File: src/rtl/serial_fs_controller.sv
// Bit-serial subtractor: diff = a - b - borrow_in, one bit per clock, LSB first.
// The result is only published on the DONE-entry edge; RUN accumulates privately.
module serial_fs_controller #(
   parameter int WIDTH = 8
) (
   input  logic             clk,
   input  logic             rst_n,
   input  logic             start,
   input  logic [WIDTH-1:0] a,
   input  logic [WIDTH-1:0] b,
   input  logic             borrow_in,
   output logic             busy,
   output logic             done,
   output logic [WIDTH-1:0] diff,
   output logic             borrow_out
);

   localparam int IW = $clog2(WIDTH);

   typedef enum logic [1:0] {
      S_IDLE = 2'd0,
      S_RUN  = 2'd1,
      S_DONE = 2'd2
   } state_t;

   // One full-subtractor cell; returns {borrow_out, difference}.
   function automatic logic [1:0] fs_cell(input logic x, input logic y, input logic bi);
      logic d;
      logic bo;
      d  = x ^ y ^ bi;
      bo = (~x & y) | (~(x ^ y) & bi);
      return {bo, d};
   endfunction

   state_t           state_r;
   state_t           state_nx_s;
   logic [IW-1:0]    idx_r;
   logic [WIDTH-1:0] opa_r;
   logic [WIDTH-1:0] opb_r;
   logic             brw_r;
   logic [WIDTH-1:0] acc_r;
   logic [WIDTH-1:0] acc_nx_s;
   logic [WIDTH-1:0] diff_r;
   logic             bout_r;
   logic             busy_r;
   logic             done_r;
   logic [1:0]       cell_s;
   logic             last_s;

   assign cell_s     = fs_cell(opa_r[idx_r], opb_r[idx_r], brw_r);
   assign last_s     = (idx_r == IW'(WIDTH - 1));
   assign busy       = busy_r;
   assign done       = done_r;
   assign diff       = diff_r;
   assign borrow_out = bout_r;

   // Accumulator with the current bit merged in
   always_comb begin
      acc_nx_s        = acc_r;
      acc_nx_s[idx_r] = cell_s[0];
   end

   // Next-state logic
   always_comb begin
      state_nx_s = state_r;
      case (state_r)
         S_IDLE: begin
            if (start) begin
               state_nx_s = S_RUN;
            end else begin
               state_nx_s = S_IDLE;
            end
         end
         S_RUN: begin
            if (last_s) begin
               state_nx_s = S_DONE;
            end else begin
               state_nx_s = S_RUN;
            end
         end
         S_DONE:  state_nx_s = S_IDLE;
         default: state_nx_s = S_IDLE;
      endcase
   end

   // State register
   always_ff @(posedge clk) begin
      if (!rst_n) begin
         state_r <= S_IDLE;
      end else begin
         state_r <= state_nx_s;
      end
   end

   // Operand capture, serial datapath and registered status outputs
   always_ff @(posedge clk) begin
      if (!rst_n) begin
         idx_r  <= '0;
         opa_r  <= '0;
         opb_r  <= '0;
         brw_r  <= 1'b0;
         acc_r  <= '0;
         diff_r <= '0;
         bout_r <= 1'b0;
         busy_r <= 1'b0;
         done_r <= 1'b0;
      end else begin
         busy_r <= (state_nx_s == S_RUN);
         done_r <= (state_nx_s == S_DONE);
         case (state_r)
            S_IDLE: begin
               if (start) begin
                  opa_r <= a;
                  opb_r <= b;
                  brw_r <= borrow_in;
                  idx_r <= '0;
                  acc_r <= '0;
               end
            end
            S_RUN: begin
               acc_r <= acc_nx_s;
               brw_r <= cell_s[1];
               // Index saturates on the last bit so it never wraps
               if (last_s) begin
                  diff_r <= acc_nx_s;
                  bout_r <= cell_s[1];
               end else begin
                  idx_r <= idx_r + IW'(1);
               end
            end
            default: begin
            end
         endcase
      end
   end

endmodule

File: config.mk
export PLATFORM = sky130hd
export DESIGN_NAME = serial_fs_controller
export DESIGN_NICKNAME = d
export VERILOG_FILES = /design/src/rtl/serial_fs_controller.sv
export SDC_FILE = /design/constraint.sdc
export NUM_CORES = 1
export LEC_CHECK = 0
export ABC_AREA = 1
export CAP_MARGIN = 10
export CORE_MARGIN = 1.5
export CORE_UTILIZATION = 24
export DETAILED_ROUTE_END_ITERATION = 8
export GPL_TIMING_DRIVEN = 0
export SLEW_MARGIN = 20
export SYNTH_ARGS = -nofsm -noshare
export SYNTH_HDL_FRONTEND = slang
export SYNTH_SLANG_ARGS = --single-unit
export TNS_END_PERCENT = 10
File: constraint.sdc
create_clock -name clk -period 3.45 [get_ports clk]
set_clock_uncertainty 0.2 [all_clocks]
set_input_delay 1.035 -clock clk [delete_from_list [all_inputs] [get_ports clk]]
set_output_delay 1.035 -clock clk [all_outputs]
set_load 0.01 [all_outputs]
# Word-level counts from Yosys, hierarchy flattened
# Index checks and enable logic that the tools add are counted.
[word_totals]
word_cells = 50
regBits = 41
in_bits = 20
memories = 0
out_inout_bits = 11
mem_bits_rw = 0
latchBits = 0
mem_bits_ro = 0
[op_classes]
n_lt_le_gt_ge = 2
n_addsub = 1
bitwise = 7
shifts = 0
div_mod_pow = 0
n_mux = 17
n_mul = 0
eq_ne = 6
n_reduce_logical = 7
[ops]
columns = ["operator", "n"]
rows = [
  ["case mux 8 bit (2 select lines)", 1],
  ["bitwise mux 8 bit", 1],
  ["2-to-1 mux 8 bit", 1],
  ["binary-select mux 1 bit (select 3 bit)", 2],
  ["2-to-1 mux 3 bit", 2],
  ["case mux 3 bit (2 select lines)", 1],
  ["AND reduction 2 bit", 3],
  ["2-to-1 mux 1 bit", 5],
  ["equality test 2 x 1 -> 1 bit (second input constant)", 2],
  ["< comparator 3 x 4 -> 1 bit (second input constant)", 1],
  ["inequality test 2 bit (second input constant)", 2],
  ["case mux 2 bit (2 select lines)", 1],
  ["adder 3 x 1 -> 3 bit (second input constant)", 1],
  ["demux 1 bit (select 3 bit)", 1],
  ["equality test 3 bit (second input constant)", 1],
  [">= comparator 3 x 1 -> 1 bit (second input constant)", 1],
  ["AND reduction 3 bit", 1],
  ["bitwise AND 1 bit", 2],
  ["equality test 2 bit (second input constant)", 1],
  ["zero test 2 bit", 1],
  ["2-to-1 mux 2 bit", 1],
  ["inverter 1 bit", 2],
  ["case mux 1 bit (2 select lines)", 1],
  ["nonzero test 2 bit", 1],
  ["3 further kinds", 4],
]

# Logic depth before layout (Yosys ltp)
# Gate-level depths: netlist of run 1.
[depth]
depth_word = 7
depth_mapped = 16

# Worst setup path before layout of run 1
# OpenSTA, ideal clock, no wires.
[synth_path]
kind = "register to register"
from = "register idx_r[0]"
to = "register acc_r[2]"
path_slack_ns = 1.236
arrival_ns = 1.944
setup_time_ns = 0.070
path_stages_with_launch = 13
cell_sequence = "dfxtp_1 buf_4 inv_4 buf_6 nand2_1 a21oi_1 o21ai_0 nand2_1 fa_1 clkinv_1 nand4_1 nand3_1 a21oi_1"
[synth_between]
elab_chain_cells = 6
[synth_lines]
columns = ["element", "line", "text"]
rows = [
  ["start: declaration", "37", "logic [IW-1:0] idx_r;"],
  ["start signal: assignment", "128", "idx_r <= idx_r + IW'(1);"],
  ["< comparator 3 x 4 -> 1 bit (not written as such) (tied with other cells)", "60", "acc_nx_s[idx_r] = cell_s[0];"],
  ["logical AND 1 bit (not written as such) / 2-to-1 mux 1 bit (equally long branches)", "60, 50", ""],
  ["2-to-1 mux 1 bit (not written as such) / XOR 1 bit (equally long branches)", "60, 30", ""],
  ["demux 1 bit (select 3 bit) / XOR 1 bit (equally long branches)", "60, 30", ""],
  ["bitwise mux 8 bit *", "60", ""],
  ["case mux 8 bit (2 select lines) *", "110", "case (state_r)"],
  ["end signal: assignment", "121", "acc_r <= acc_nx_s;"],
  ["end: declaration", "41", "logic [WIDTH-1:0] acc_r;"],
]
# Mark *: on every way between the ends. The rest lies on a longest branch, timed or not. The select of a mux whose other input is x is not followed.
# A chain may end at the register's enable or synchronous reset.

# Final worst setup path of run 1
[layout_path]
from = "register idx_r[0]"
to = "register diff_r[5], in the netlist diff[5]"
[layout_between]
elab_chain_cells = 5
[layout_lines]
columns = ["element", "line", "text"]
rows = [
  ["< comparator 3 x 4 -> 1 bit (not written as such) (tied with other cells)", "60", ""],
  ["logical AND 1 bit (not written as such) / 2-to-1 mux 1 bit (equally long branches)", "60, 50", ""],
  ["2-to-1 mux 1 bit (not written as such) / XOR 1 bit (equally long branches)", "60, 30", ""],
  ["demux 1 bit (select 3 bit) / XOR 1 bit (equally long branches)", "60, 30", ""],
  ["bitwise mux 8 bit", "60", ""],
  ["end signal: assignment", "125", "diff_r <= acc_nx_s;"],
  ["end: declaration", "43", "logic [WIDTH-1:0] diff_r;"],
]
# Parallel ways exist; a longest one is shown, timed or not. The select of a mux whose other input is x is not followed.

==> results by group, run 1 <==
Global route
  – Via count of the first global-routing pass: 1719
  – Leftover overflow at the end of global routing: 0
  – Global-route wire length before repair: 7824 µm
  – Met1 demand-to-capacity share in global routing: 0.1492
  – Initial antenna violation count: 0
  – Global routing's busiest layer: met2
  – Total Routing Usage GR: 0.1166
  – Pin count of the biggest net entering global routing: 13
  – Global-route track usage on met2: 0.1906
  – Met3 track demand over resource in global routing: 0.02545

Critical path
  – Setup CP Type: reg2reg
  – Start point of the critical path: idx_r[0]
  – Startpoint of the lowest-slack register-to-register path: idx_r[0]
  – Worst Reg-to-Reg Cells: 14
  – Critical path fanouts, max: 10
  – Worst EP required: about 3.5 ns
  – Capturing point of the worst reg2reg path: diff[5]
  – Critical Path Sink Type: flip-flop
  – Ordered cell list for the critical path: buf_4 -> inv_4 -> buf_6 -> nand2_1 -> a21oi_1 -> o21ai_0 -> nand2_1 -> fa_1 -> clkinv_1 -> nand4_1 -> nand2_1 -> nand2_1 -> nand2_1 -> inv_1
  – Delay of the slowest cell on the worst path: 0.51 ns
  – Slowest CP cell: fa_1
  – Most used cell, CP: nand2_1
  – Startpoint type of the worst setup path: flip-flop
  – End of the critical path: diff[5]
  – R2R setup slack: 0.89 ns
  – Worst path arrival time: 2.59 ns

Yosys
  – Post-Synthesis Net Count: 304
  – Async set or reset register ratio after synthesis: 0
  – Yosys top cell area share: 0.4257
  – Mean post-synth cell area: 6.862 µm²
  – Dominant cell by count in the synthesized netlist: nand2_1
  – Sequential area share after synthesis: 0.4257
  – Post-synthesis sequential element count: 41
  – Post-synth top flop: dfxtp_1
  – Number of warning messages in the yosys log: 0
  – EDFF count, synth: 0
  – Netlist cell types: 23
  – Cell accounting for the most synthesized area: dfxtp_1
  – Cells after synthesis: roughly 280
  – Top cells by area, synth: dfxtp_1 (43%), nand2_1 (16%), nor2_1 (8.6%)
  – Most numerous cell types in the synthesized netlist: nand2_1 (80), nor2_1 (44), dfxtp_1 (41), inv_1 (25), o21ai_0 (20)
  – Post-Synthesis Cell Area: 0.001928 mm²

Die
  – Die ar.: 0.008580 mm²
  – Number of core rows: 32
  – Die extent in y: 92.63 µm
  – Initial Util: 0.2482
  – Core area: 0.007767 mm²
  – Die outline width: a little over 90 µm
  – Boundary Pins: 31

Routing
  – Wire per inst: 10.71 µm
  – DRT antenna net count: 0
  – Number of vias per cell: 4.298
  – DRC marker count from the first detailed-route iteration: 125
  – Number of remaining DRC errors: 0
  – Detailed Route WL: between 4000 and 5000 µm
  – Via count: 1805
  – First-pass DRT Iterations: 4

STA
  – Min Tclk post-route: 2.555 ns
  – Actual transition at the worst max-transition pin: 0.4077 ns
  – Final Slew Violations: 0
  – Final setup violating endpoints: 0
  – Setup repair after global routing missed its margin: no
  – Worst hold slack: 0.2693 ns
  – Hold violation count in the final report: 0
  – Share of the clock period used by the worst path: 0.7406
  – Final sum of negative setup slack: 0 ns
  – Max Fclk: 391.4 MHz
  – Max-Slew Margin vs Limit: 0.7282

Clock network
  – Clock latency reported for the late side of the worst-skew pair: 0.29 ns
  – Maximum root-to-sink buffer count: 2
  – Clock root cell: clkbuf_8
  – Post-CTS Repair Setup Buffers: 0
  – TritonCTS clock tree: built
  – Number of clock sinks seen by CTS: 41
  – Total of cells resized after clock tree synthesis: 0
  – Post-CTS Hold Buffers: 0
  – TritonCTS Buffers: 5
  – Clock transition at the registers of the reported paths: 0.08 ns
  – H-Tree Level Count: 2

Power
  – Pwr Density: 429.5 mW/mm²
  – Clock network fraction of total power: 0.379
  – Net switching power figure: 0.2680 mW
  – Maximum vdd ir drop: 175.6 µV
  – Switching power share of the total: 0.2534
  – Part of the total power dissipated in sequential elements: 0.479
  – Internal Dissipation: 0.7897 mW
  – LEAKAGE: 1.056 nW
  – Fraction of power consumed by combinational cells: 0.142

Placement
  – Port buffer count: 29
  – Inst Count DP: about 410
  – Final Wtd Congestion: around 0.77
  – HPWL Detailed: 3224 µm

Finish
  – Proportion of layout cells with a drive suffix above 1: 0.08491
  – Antenna fix cells: 0
  – Final standard cell count with taps included and fillers excluded: 420
  – Final Net Count: between 300 and 400
  – Area Growth Syn to Fin: 27.71%

Hold path
  – Worst Hold Class: reg2reg

Run status
  – Result of the run: finished clean

Job
  – Count of max-cap constraint violations: 0
-- per-stage QoR --
| step | setup WS (ns) | total power [mW] | area, µm² | utilization |
|---|---|---|---|---|
| floorplan | 1.236 | 0.6144 | 1928 | - |
| global placement | 0.8079 | 0.6676 | 2346 | 0.3020 |
| detailed placement | 0.8017 | 0.6679 | 2346 | 0.3020 |
| CTS | 0.9012 | 1.068 | 2462 | 0.3170 |
| global route | 0.6663 | 1.107 | 2462 | 0.3170 |
| finish | 0.8948 | 1.058 | 2462 | 0.3170 |
-- worst min-delay path by stage --
| stage | start | end | cells past startpoint |
|---|---|---|---|
| after floorplan | acc_r[0] | acc_r[0] | 2 |
| after global placement | acc_r[4] | acc_r[4] | 2 |
| after detailed placement | acc_r[3] | acc_r[3] | 2 |
| after CTS | acc_r[3] | acc_r[3] | 2 |
| after global routing | acc_r[0] | acc_r[0] | 2 |
| final | acc_r[5] | acc_r[5] | 2 |
-- sequential cells by signal, indices dropped and copies added, names as in the netlist --
signal and flops:
borrow_out 1, state_r 2, opa_r 8, opb_r 8
brw_r 1, idx_r 3, done 1, acc_r 8
diff 8, busy 1
-- metal layers --
metal  routed length, µm  vias up
li1                    -      955
met4                  68        0
met1                2204      805
met3                 191        5
met5                   0        -
met2                2034       40
-- cells in the final DEF (no fill, tap or decap), types with 7 or more instances in the layout --
| master | count |
|---|---|
| nand2_1 | 80 |
| nor2_1 | 44 |
| dfxtp_1 | 41 |
| clkdlybuf4s50_1 | 29 |
| inv_1 | 25 |
| o21ai_0 | 20 |
| nand3_1 | 17 |
| a21oi_1 | 15 |
| o21a_1 | 7 |
-- power by group through the flow --
stage | Combinational (mW) | Sequential (mW) | Clock, mW
finish | 0.150 | 0.507 | 0.401
detailed placement | 0.150 | 0.518 | 0
global route | 0.172 | 0.510 | 0.426
floorplan | 0.0993 | 0.515 | 0
global placement | 0.150 | 0.518 | 0
CTS | 0.152 | 0.507 | 0.409
-- worst max-delay path: cells and delay by family, from the launching register on --
kind | cells | cell delay, ns
flops | 1 | 0.34
simple gates | 6 | 0.55
compound gates | 2 | 0.23
fa+ha+maj | 1 | 0.51
buf+inv | 5 | 0.66
-- cell families after synthesis --
logic type | after synthesis | share of synthesized area
flops | 41 | 0.4257
fa+ha+maj | 3 | 0.02336
buf+inv | 42 | 0.1012
simple gates | 152 | 0.3290
compound gates | 43 | 0.1207
-- cell type report --
cell class,instances,area [µm²]
repair buffers,29,290.3
multi-input cells,198,912.1
clock buffers,7,86.33
fillers,842,5305
well taps,102,127.6
plain buffers,12,78.83
flip-flops and latches,41,820.8
inverters,30,116.4
clock inverters,1,30.03
(Power assumes the default switching activity.)
==> run 2, diff against run 1 <==
clock period = 2.4 ns   (was 3.45 ns; I/O delays follow)
==> run 2 against run 1 <==
Register-to-register slack got worse by 0.80 ns. Highest routed layer unchanged. Critical endpoint unchanged. Critical path depth stayed put. Power increased by 48%. Combinational power increased by 75%.
==> results by group, run 2 (synthesized netlist as in run 1, its figures left out) <==
STA
  – Final Slew Violations: 0 (unchanged)
  – Actual transition at the worst max-transition pin: 0.4126 ns (was 0.4077 ns)
  – Final sum of negative setup slack: 0 ns (unchanged)
  – Max Fclk: 433.5 MHz (was 391.4 MHz)
  – Share of the clock period used by the worst path: 0.9612 (was 0.7406)
  – Setup repair after global routing missed its margin: yes (was no)
  – Max-Slew Margin vs Limit: 0.7249 (was 0.7282)
  – Min Tclk post-route: 2.307 ns (was 2.555 ns)
  – Final setup violating endpoints: 0 (unchanged)
  – Hold violation count in the final report: 0 (unchanged)

Power
  – Post-layout total power: 1.568 mW (was 1.058 mW)
  – Maximum vdd ir drop: 234.9 µV (was 175.6 µV)
  – LEAKAGE: 1.100 nW (was 1.056 nW)
  – Pwr Density: 610.0 mW/mm² (was 429.5 mW/mm²)

Placement
  – Inst Count DP: 412 (unchanged)
  – Post-DP Area: 0.002346 mm² (unchanged)
  – Port buffer count: 29 (unchanged)
  – HPWL Detailed: 3224 µm (unchanged)
  – Final Wtd Congestion: 0.7685 (unchanged)

Critical path
  – Startpoint of the lowest-slack register-to-register path: idx_r[0] (unchanged)
  – Worst Reg-to-Reg Cells: 14 (unchanged)
  – Startpoint type of the worst setup path: flip-flop (unchanged)
  – Start point of the critical path: idx_r[0] (unchanged)
  – Critical Path Sink Type: flip-flop (unchanged)
  – R2R setup slack: 0.09 ns (was 0.89 ns)
  – Worst path arrival time: 2.30 ns (was 2.59 ns)
  – End of the critical path: diff[5] (unchanged)
  – Critical path fanouts, max: 7 (was 10)
  – Worst EP required: 2.39 ns (was 3.49 ns)
  – Setup CP Type: reg2reg (unchanged)
  – Capturing point of the worst reg2reg path: diff[5] (unchanged)

Routing
  – DRC marker count from the first detailed-route iteration: 80 (was 125)
  – Via count: 1815 (was 1805)
  – Number of remaining DRC errors: 0 (unchanged)
  – First-pass DRT Iterations: 4 (unchanged)
  – DRT antenna net count: 0 (unchanged)
  – Wire per inst: 10.99 µm (was 10.71 µm)
  – Detailed Route WL: 4682 µm (was 4499 µm)
  – Number of vias per cell: 4.261 (was 4.298)

Global route
  – Via count of the first global-routing pass: 1742 (was 1719)
  – Pin count of the biggest net entering global routing: 13 (unchanged)
  – Initial antenna violation count: 0 (unchanged)
  – Global-route wire length before repair: 7935 µm (was 7824 µm)
  – Leftover overflow at the end of global routing: 0 (unchanged)
  – Total Routing Usage GR: 0.1181 (was 0.1166)

Finish
  – Post-route standard cell area excluding fillers: 0.002570 mm² (was 0.002462 mm²)
  – Final standard cell count with taps included and fillers excluded: 426 (was 420)
  – Antenna fix cells: 0 (unchanged)
  – Area Growth Syn to Fin: 33.29% (was 27.71%)
  – Commonest non-fill, non-tap cells in the layout: nand2_1 (75), nor2_1 (44), dfxtp_1 (39) (was nand2_1 (80), nor2_1 (44), dfxtp_1 (41))
  – Most frequent standard cell in the layout excluding fill and tap cells: nand2_1 (unchanged)
  – Proportion of layout cells with a drive suffix above 1: 0.1420 (was 0.08491)
  – Final Net Count: 346 (was 340)

Die
  – Die outline width: 92.63 µm (unchanged)
  – Number of core rows: 32 (unchanged)
  – Die extent in y: 92.63 µm (unchanged)
  – Die ar.: 0.008580 mm² (unchanged)
  – Core area: 0.007767 mm² (unchanged)
  – Boundary Pins: 31 (unchanged)
  – Initial Util: 0.2482 (unchanged)

Clock network
  – TritonCTS clock tree: built (unchanged)
  – H-Tree Level Count: 2 (unchanged)
  – Clock root cell: clkbuf_8 (unchanged)
  – Number of clock sinks seen by CTS: 41 (unchanged)
  – Clock latency reported for the late side of the worst-skew pair: 0.29 ns (about the same)
  – Maximum root-to-sink buffer count: 2 (unchanged)
  – Post-CTS Hold Buffers: 0 (unchanged)
  – TritonCTS Buffers: 5 (unchanged)
  – Clock transition at the registers of the reported paths: 0.08 ns (about the same)

Run status
  – Result of the run: finished clean (unchanged)

Job
  – Count of max-cap constraint violations: 0 (unchanged)

Hold path
  – Worst Hold Class: reg2reg (unchanged)
  – Hold_sp: acc_r[5] (unchanged)
-- run 2: metal layers --
| metal | share of wire | GRT usage | routed length [µm] | vias to the layer above |
|---|---|---|---|---|
| met5 | 0 | 0 | 0 | - |
| met2 | 0.46 | 0.1942 | 2149 | 32 |
| li1 | - | - | - | 965 |
| met4 | 0.012 | 0.04545 | 57 | 0 |
| met3 | 0.032 | 0.02545 | 150 | 4 |
| met1 | 0.50 | 0.1507 | 2325 | 814 |
-- run 2: how the worst min path moves through the flow --
stage / end / slack (ns) / depth (start not counted)
after global routing: acc_r[0] / 0.30 / 2
after detailed placement: acc_r[3] / 0.26 / 2
after floorplan: acc_r[0] / 0.25 / 2
after CTS: acc_r[3] / 0.27 / 2
after global placement: acc_r[4] / 0.25 / 2
final: acc_r[5] / 0.27 / 2
-- run 2: area by class of cell --
type | count | area [µm²]
multi-input combinational | 198 | 947.2
inverter | 30 | 123.9
clock buffer | 7 | 86.33
fill | 843 | 5197
timing repair inverter | 1 | 6.256
tap | 102 | 127.6
buffer | 12 | 93.84
sequential | 41 | 823.3
clock inverter | 1 | 30.03
timing repair buffer | 34 | 331.6
-- run 2: critical path, cell delays in order (launching register included) --
cell and delay, ns:
dfxtp_2 0.34, buf_6 0.14, inv_8 0.05, buf_8 0.12, nand2_4 0.05, a21oi_2 0.05
o21ai_1 0.14, nand2_1 0.09, fa_2 0.51, inv_4 0.11, nand4_1 0.12, nand2_1 0.12
nand2_1 0.06, nand2_1 0.05, inv_1 0.03
-- run 2: where the power goes --
part           total, mW  switching (mW)  internal (mW)
clock              0.573           0.234          0.339
combinational      0.262           0.152          0.110
sequential         0.732          0.0199          0.712
-- run 2: timing repair --
| item | 4_1_cts | 5_1_grt |
|---|---|---|
| resized for setup | 4 | 23 |
| buffers inserted | 0 | 5 |
| gates cloned | 1 | 0 |
| pin swaps | 1 | 13 |
| hold endpoints to repair | 0 | 0 |
| setup endpoints to repair | 16 | 16 |
-- run 2: metrics by stage --
step / hold WS [ns] / setup WS (ns) / util
6_report: 0.2709 / 0.09302 / 0.3309
5_1_grt: 0.2961 / -0.03478 / 0.3309
4_1_cts: 0.2711 / 0.01442 / 0.3186
3_5_place_dp: 0.2589 / -0.09717 / 0.3020
3_3_place_gp: 0.2512 / -0.1106 / 0.3020
2_1_floorplan: 0.2453 / 0.1859 / -
==> run 3, diff against run 2 <==
DONT_BUFFER_PORTS = 1   (was not set)
==> run 3 against run 2 <==
Utilization fell by 4.0 points. Register-to-register slack barely moved. Routed wire length fell by 2.3%. Flip-flop and latch count did not move. First-iteration DRC count rose by 28%. Global-route usage fell by 0.52 points. Final cell count fell by 7.0%. Critical path type unchanged. Critical endpoint unchanged. Largest cell class unchanged. Highest routed layer unchanged.
==> results by group, run 3 (synthesized netlist as in run 1, its figures left out) <==
Die
  – Number of core rows: 32 (unchanged)
  – Die ar.: 0.008580 mm² (unchanged)
  – Die outline width: 92.63 µm (unchanged)
  – Die extent in y: 92.63 µm (unchanged)
  – Core area: 0.007767 mm² (unchanged)
  – Boundary Pins: 31 (unchanged)
  – Initial Util: 0.2482 (unchanged)

Finish
  – Proportion of layout cells with a drive suffix above 1: 0.1395 (was 0.1420)
  – Antenna fix cells: 0 (unchanged)
  – Most frequent standard cell in the layout excluding fill and tap cells: nand2_1 (unchanged)
  – Final standard cell count with taps included and fillers excluded: 396 (was 426)
  – Commonest non-fill, non-tap cells in the layout: nand2_1 (78), nor2_1 (44), dfxtp_1 (39) (was nand2_1 (75), nor2_1 (44), dfxtp_1 (39))
  – Area Growth Syn to Fin: 17.20% (was 33.29%)
  – Final core occ: 0.2909 (was 0.3309)
  – Final Net Count: 317 (was 346)

Global route
  – Via count of the first global-routing pass: 1567 (was 1742)
  – Met3 track demand over resource in global routing: 0.04433 (was 0.02545)
  – Global routing's busiest layer: met2 (unchanged)
  – Global-route wire length before repair: 7569 µm (was 7935 µm)
  – Pin count of the biggest net entering global routing: 13 (unchanged)
  – Leftover overflow at the end of global routing: 0 (unchanged)
  – Initial antenna violation count: 0 (unchanged)
  – Total Routing Usage GR: 0.1129 (was 0.1181)
  – Met1 demand-to-capacity share in global routing: 0.1415 (was 0.1507)
  – Global-route track usage on met2: 0.1728 (was 0.1942)

Critical path
  – Critical Path Sink Type: flip-flop (unchanged)
  – Worst EP required: 2.44 ns (was 2.39 ns)
  – Startpoint type of the worst setup path: flip-flop (unchanged)
  – Worst path arrival time: 2.33 ns (was 2.30 ns)
  – Setup CP Type: reg2reg (unchanged)
  – Critical path fanouts, max: 6 (was 7)
  – R2R setup slack: 0.11 ns (was 0.09 ns)

STA
  – Final setup violating endpoints: 0 (unchanged)
  – Share of the clock period used by the worst path: 0.9551 (was 0.9612)
  – Final Slew Violations: 0 (unchanged)
  – Actual transition at the worst max-transition pin: 0.4004 ns (was 0.4126 ns)
  – Max Fclk: 436.2 MHz (was 433.5 MHz)
  – Max-Slew Margin vs Limit: 0.7330 (was 0.7249)
  – Setup repair after global routing missed its margin: yes (unchanged)
  – Hold violation count in the final report: 0 (unchanged)
  – Min Tclk post-route: 2.292 ns (was 2.307 ns)

Clock network
  – Post-CTS Hold Buffers: 0 (unchanged)
  – TritonCTS Buffers: 5 (unchanged)
  – Clock transition at the registers of the reported paths: 0.08 ns (about the same)
  – Clock root cell: clkbuf_8 (unchanged)
  – TritonCTS clock tree: built (unchanged)
  – Number of clock sinks seen by CTS: 41 (unchanged)
  – Clock latency reported for the late side of the worst-skew pair: 0.29 ns (about the same)
  – Maximum root-to-sink buffer count: 2 (unchanged)
  – H-Tree Level Count: 2 (unchanged)

Routing
  – Detailed Route WL: 4576 µm (was 4682 µm)
  – Wire per inst: 11.56 µm (was 10.99 µm)
  – First-pass DRT Iterations: 4 (unchanged)
  – Via count: 1700 (was 1815)
  – Number of vias per cell: 4.293 (was 4.261)
  – Number of remaining DRC errors: 0 (unchanged)
  – DRC marker count from the first detailed-route iteration: 102 (was 80)
  – DRT antenna net count: 0 (unchanged)

Hold path
  – Worst Hold Class: reg2reg (unchanged)

Power
  – Maximum vdd ir drop: 248.6 µV (was 234.9 µV)
  – Pwr Density: 664.4 mW/mm² (was 610.0 mW/mm²)
  – LEAKAGE: 0.9860 nW (was 1.100 nW)

Placement
  – HPWL Detailed: 3172 µm (was 3224 µm)
  – Final Wtd Congestion: 0.7324 (was 0.7685)
  – Inst Count DP: 383 (was 412)
  – Port buffer count: 0 (was 29)

Job
  – Count of max-cap constraint violations: 0 (unchanged)

Run status
  – Result of the run: finished clean (unchanged)
-- run 3: changes by cell type in the layout (fill, tap and decap cells not counted), sizes merged --
cell           previous run  this run
inv                      30        29
clkbuf                    8         6
clkdlybuf4s50            29         0
clkinv                    1         3
-- run 3: cell type report --
cell class | count | area (µm²)
Fill cell | 870 | 5508
Sequential cell | 41 | 823.3
Inverter | 30 | 126.4
Clock buffer | 5 | 68.82
Clock inverter | 2 | 35.03
Timing Repair Buffer | 5 | 50.05
Multi-Input combinational cell | 198 | 932.1
Timing Repair inverter | 1 | 6.256
Tap cell | 102 | 127.6
Buffer | 12 | 90.09
-- run 3: worst paths after layout --
| kind | endpoint | startpoint | cells past startpoint |
|---|---|---|---|
| worst max-delay path | diff[5] | idx_r[0] | 14 |
| worst min register to register | acc_r[0] | acc_r[0] | 2 |
| worst min-delay path | acc_r[0] | acc_r[0] | 2 |
| worst max register to register | diff[5] | idx_r[0] | 14 |
-- run 3: power by group --
| part | total (mW) | switching [mW] | internal [mW] |
|---|---|---|---|
| clock | 0.538 | 0.236 | 0.302 |
| sequential | 0.732 | 0.0201 | 0.712 |
| combinational | 0.231 | 0.146 | 0.0850 |
| total | 1.50 | 0.402 | 1.10 |
-- run 3: timing repair --
action,in CTS,in global routing
buffers inserted,0,5
gates cloned,0,1
pin swaps,1,9
resized for setup,2,17
setup endpoints to repair,16,16
-- run 3: through the flow --
stage / hold slack (ns) / TNS, ns / total power, mW / cell area [µm²] / setup WS [ns]
2_1_floorplan: 0.2453 / 0 / 0.8831 / 1928 / 0.1859
3_3_place_gp: 0.2509 / -1.726 / 0.9283 / 2056 / -0.1261
3_5_place_dp: 0.2551 / -1.655 / 0.9288 / 2056 / -0.1322
4_1_cts: 0.2670 / 0 / 1.471 / 2165 / 0.02458
5_1_grt: 0.2875 / -0.06565 / 1.576 / 2260 / -0.02477
6_report: 0.2644 / 0 / 1.501 / 2260 / 0.1077
-- run 3: critical path, stage by stage, from the launching register on --
cell and delay (ns):
dfxtp_2 0.34, buf_6 0.14, inv_8 0.05, buf_8 0.12, nand2_1 0.05, a21oi_1 0.06, o21ai_1 0.13, nand2_1 0.09
fa_2 0.62, clkinv_4 0.10, nand4_1 0.11, nand2_1 0.08, nand2_1 0.07, nand2_1 0.05, inv_1 0.04
-- run 3: layer usage --
layer | up-vias | routed length [µm]
li1 | 909 | -
met1 | 749 | 2146
met2 | 36 | 2014
met3 | 6 | 335
met4 | 0 | 79
met5 | - | 0
==> patch 1, RTL diff (settings of run 2) <==
Register the inputs `start`, `a`, `b` and `borrow_in` before use, with the module's reset. The logic sees them one clock later.
--- a/src/rtl/serial_fs_controller.sv
+++ b/src/rtl/serial_fs_controller.sv
@@ -24,2 +24,21 @@
    } state_t;
+
+   logic start_q;
+   logic [WIDTH-1:0] a_q;
+   logic [WIDTH-1:0] b_q;
+   logic borrow_q;
+
+   always_ff @(posedge clk) begin
+      if (!rst_n) begin
+         start_q  <= '0;
+         a_q      <= '0;
+         b_q      <= '0;
+         borrow_q <= '0;
+      end else begin
+         start_q  <= start;
+         a_q      <= a;
+         b_q      <= b;
+         borrow_q <= borrow_in;
+      end
+   end
 
@@ -67,3 +86,3 @@
          S_IDLE: begin
-            if (start) begin
+            if (start_q) begin
                state_nx_s = S_RUN;
@@ -111,6 +130,6 @@
             S_IDLE: begin
-               if (start) begin
-                  opa_r <= a;
-                  opb_r <= b;
-                  brw_r <= borrow_in;
+               if (start_q) begin
+                  opa_r <= a_q;
+                  opb_r <= b_q;
+                  brw_r <= borrow_q;
                   idx_r <= '0;
Check against the original RTL: not equivalent (a bounded check fails within 4 cycles, from zero or initial values and one cycle with rst_n low).
==> patch 1 against run 2 <==
- power increased by 40%
- sequential cell count is 18 higher
- wire length is 15% higher
- first-iteration DRC count rose by 8.8%
- worst hold slack got worse by 0.0068 ns
- setup slack improved by 0.0092 ns
- synthesized area up 32%
- global-route usage fell by 1.2 points
- cell area rose by 28%
- critical path type unchanged
- largest power group unchanged
==> patch 1: results (changes against run 2) <==
| Metric | Value |
|---|---|
| Status | completed |
| Synth Area in Adders | 1.78% (-0.56 points) |
| Average via count per standard cell | 4.07 (-4.6%) |
| Met3 Usage GRT | 3.59% (+1.0 points) |
| Synth Warn # | 0 (unchanged) |
| Crit path to | acc_r[0] |
| Hold Crit Start | opb_r[3] |
| Most frequent cells after synthesis | nand2_1 (79), dfxtp_1 (59), inv_1 (44) |
| Grt met2 use | 17.9% (-1.6 points) |
| Clock buffers | 9 (+2) |
| Worst Hold Endpoint | opb_r[3] |
| Overall Global Routing Usage | 10.6% (-1.2 points) |
| HP Class | register to register |
| Synth top area cells | dfxtp_1 (47%), nand2_1 (12%), inv_1 (6.5%), nor2_1 (5.5%), nand3_1 (4.1%) |
| Fraction of final layout cells sized beyond drive strength 1 | 18.9% (+4.7 points) |
| Clock-cell share of area | 6.08% (+1.5 points) |
| Inst Count DP | 500 (+21%) |
| Clock buffer depth | 2 (unchanged) |
| DRT Wirelength | 5.40 mm (+15%) |
| Register Area | 1180 sq um (+44%) |
| Vias in the first global route | 2026 (+16%) |
| Critical path peak fanout | 8 (+1) |
| Worst skew pair latency | 0.35 ns (+0.06 ns) |
| Top delay family on crit path | adder cells |
| Non-clk bufs | 50 (+8.7%) |
| Seq Cell Count | 59 (+44%) |
| Post-synthesis mux area share | 0% (unchanged) |
| 1st-iter DRT viols | 87 (+8.8%) |
| Final #Nets | 404 (+17%) |
| Syn nets | 358 (+18%) |
| Antenna violations before repair | 0 (unchanged) |
| Proportion of synthesized chip area in sequential cells | 46.5% (+4.0 points) |
| Worst slew pin tran | 0.486 ns (+0.0737 ns) |
| Pleak | 0.00146 uW (+33%) |
| CTS H-tree depth | 3 (+1) |
| Multi-input logic area | 1070 sq um (+13%) |
| Crit-path max cell delay | 0.60 ns (+0.09 ns) |
| Compound-Gate Fraction of Synth Area | 11.0% (-1.1 points) |
| Signal buf overhead | 13.9% (-2.6 points) |
| Met1 usage | 12.4% (-2.6 points) |
| Comb_multi_in | 210 (+6.1%) |
| Worst R2R Setup Slack | 0.10 ns |
| Inverters | 51 (+65%) |
| Fillers | 1132 (+34%) |
| Maximum vdd drop | 0.000252 V (+7.4%) |
| Routed via count | 2122 (+17%) |
| Hold depth | 2 (unchanged) |
| DPL Wire Length | 3.88 mm (+20%) |
| First-pass GRT wire length | 9.23 mm (+16%) |
| Reg2reg start | idx_r[0] |
| Most common cell in the netlist | nand2_1 |
| Fin Hold WS | 0.264 ns (-0.00676 ns) |
| Placer congestion estimate | 0.839 (+9.1%) |
| Worst Reg2Reg Path Length in Cells | 12 (-2) |
| Distinct cells, synth | 28 (+22%) |
| Mapped Cells | 335 (+19%) |
[patch 1: cell types whose count changed after synthesis, moves of 5 or more]
cell	change
a21oi_1	-5
a21oi_2	+7
dfxtp_1	+18
inv_1	+19
nand2_2	+7
nor2_1	-7
[patch 1: metrics by stage]
stage	worst slack, ns	instance area (sq um)
final	0.102	3290
after global routing	-0.0334	3290
after CTS	0.0103	3200
after detailed placement	-0.103	3000
after global placement	-0.0861	3000
after floorplan	0.180	2540
[patch 1: timing repair]
action                     4_1_cts  5_1_grt
setup endpoints to repair       16       16
cloned                           0        1
hold endpoints to repair         0        0
pin swaps                        0        7
gates resized for setup          1       20
setup buffers                    0        5
[patch 1: report_power, final]
part	leakage (uW)	total (uW)	switching (uW)	internal, uW
logic	0.000882	242	137	105
clock network	0.0000958	907	424	483
registers	0.000485	1040	18.5	1020
[patch 1: metal layers]
metal | vias to the layer above | routed length [um]
met5 | - | 0
li1 | 1130 | -
met4 | 0 | 106
met2 | 39 | 2580
met3 | 14 | 273
met1 | 939 | 2440
==> patch 2, RTL diff (settings of run 2) <==
Made on the original files. Set the parameter `WIDTH` to 32 (it was 8).
--- a/src/rtl/serial_fs_controller.sv
+++ b/src/rtl/serial_fs_controller.sv
@@ -3,3 +3,3 @@
 module serial_fs_controller #(
-   parameter int WIDTH = 8
+   parameter int WIDTH = 32
 ) (
Interface: changed (resized a, b and diff); port bits go from 31 to 103. No check against the original RTL was run, so the function may have changed too.
==> patch 2 against run 2 <==
- the flow now finishes with violations (setup timing)
- synthesized area grew to 3.3 times the old value
- cell area grew to 3.5 times the old value
- wire length grew to 4.3 times the old value
- sequential cell count grew 98
- power grew to 4.2 times the old value
- combinational power grew to 4.4 times the old value
- cell count grew to 3.3 times the old value
- worst hold slack lost 0.021 ns
- setup slack lost 0.49 ns
- count of clock-buffer cells in the layout grew 11
- non-clock buffer count grew 132
- first-iteration DRC count grew to 4.9 times the old value
- critical path type unchanged
- highest routed layer is now met5
==> patch 2: results (changes against run 2) <==
| Metric | Value |
|---|---|
| Status | finished with violations |
| Failing checks | setup timing |
| Average via count per standard cell | 4.55 (+6.8%) |
| Worst reg2reg path endpoint | acc_r[21] |
| Port Buffers | 102 (+250%) |
| Critical path data arrival time | 2.95 ns (+0.65 ns) |
| Endpoints failing setup | 64 (+64) |
| Post-CTS Resized | 56 (+52) |
| Met3 Usage GRT | 3.97% (+1.4 points) |
| Clock Tree Root | clkbuf_16 |
| Signal buf overhead | 18.5% (+1.9 points) |
| CTS H-tree depth | 4 (+2) |
| Most frequent cells after synthesis | nand2_1 (194), dfxtp_1 (139), nand3_1 (118) |
| Routed via count | 6338 (+250%) |
| Synth top area cells | dfxtp_1 (44%), nand2_1 (11%), nand3_1 (9.3%), o21ai_0 (7.2%), nor2_1 (6.1%) |
| Overall Global Routing Usage | 15.3% (+3.5 points) |
| Post-CTS Repair Setup Buffers | 9 (+9) |
| Mapped Cells | 907 (+220%) |
| Fin worst setup slack | -0.397 ns (-0.490 ns) |
| DRT Wirelength | 20.4 mm (+330%) |
| Distinct cells, synth | 27 (+17%) |
| Inverters | 80 (+160%) |
| Fin Hold WS | 0.250 ns (-0.0209 ns) |
| Maximum vdd drop | 0.000453 V (+93%) |
| Max layer used | met5 |
| Pre-Repair DR Iteration Count | 5 (+1) |
| Antenna violations before repair | 2 (+2) |
## patch 2: changes by cell type in the layout (fill, tap and decap cells not counted), moves of 18 or more
cell             before  now
nand2_1              75  190
a21oi_1              11   62
nor2_1               44   99
nand3_2               0   27
nand3_1              17   89
clkdlybuf4s50_1      29  102
inv_1                25   71
dfxtp_1              39  137
clkbuf_1              2   20
o21ai_0              17   79
## patch 2: cell families (layout without fill, tap and decap cells)
group,Yosys count,after routing,share of synthesized area [%]
simple gates,438,438,30.0
buf+inv,139,290,9.64
flops,139,139,43.9
compound gates,185,185,15.1
fa+ha+maj,6,6,1.30
## patch 2: report_power, final
| part | internal [uW] | total, uW | switching [uW] | leakage (uW) |
|---|---|---|---|---|
| Sequential | 2410 | 2450 | 42.1 | 0.00114 |
| Clock | 1880 | 2980 | 1100 | 0.000320 |
| Combinational | 489 | 1150 | 658 | 0.00217 |
| Total | 4770 | 6580 | 1800 | 0.00362 |
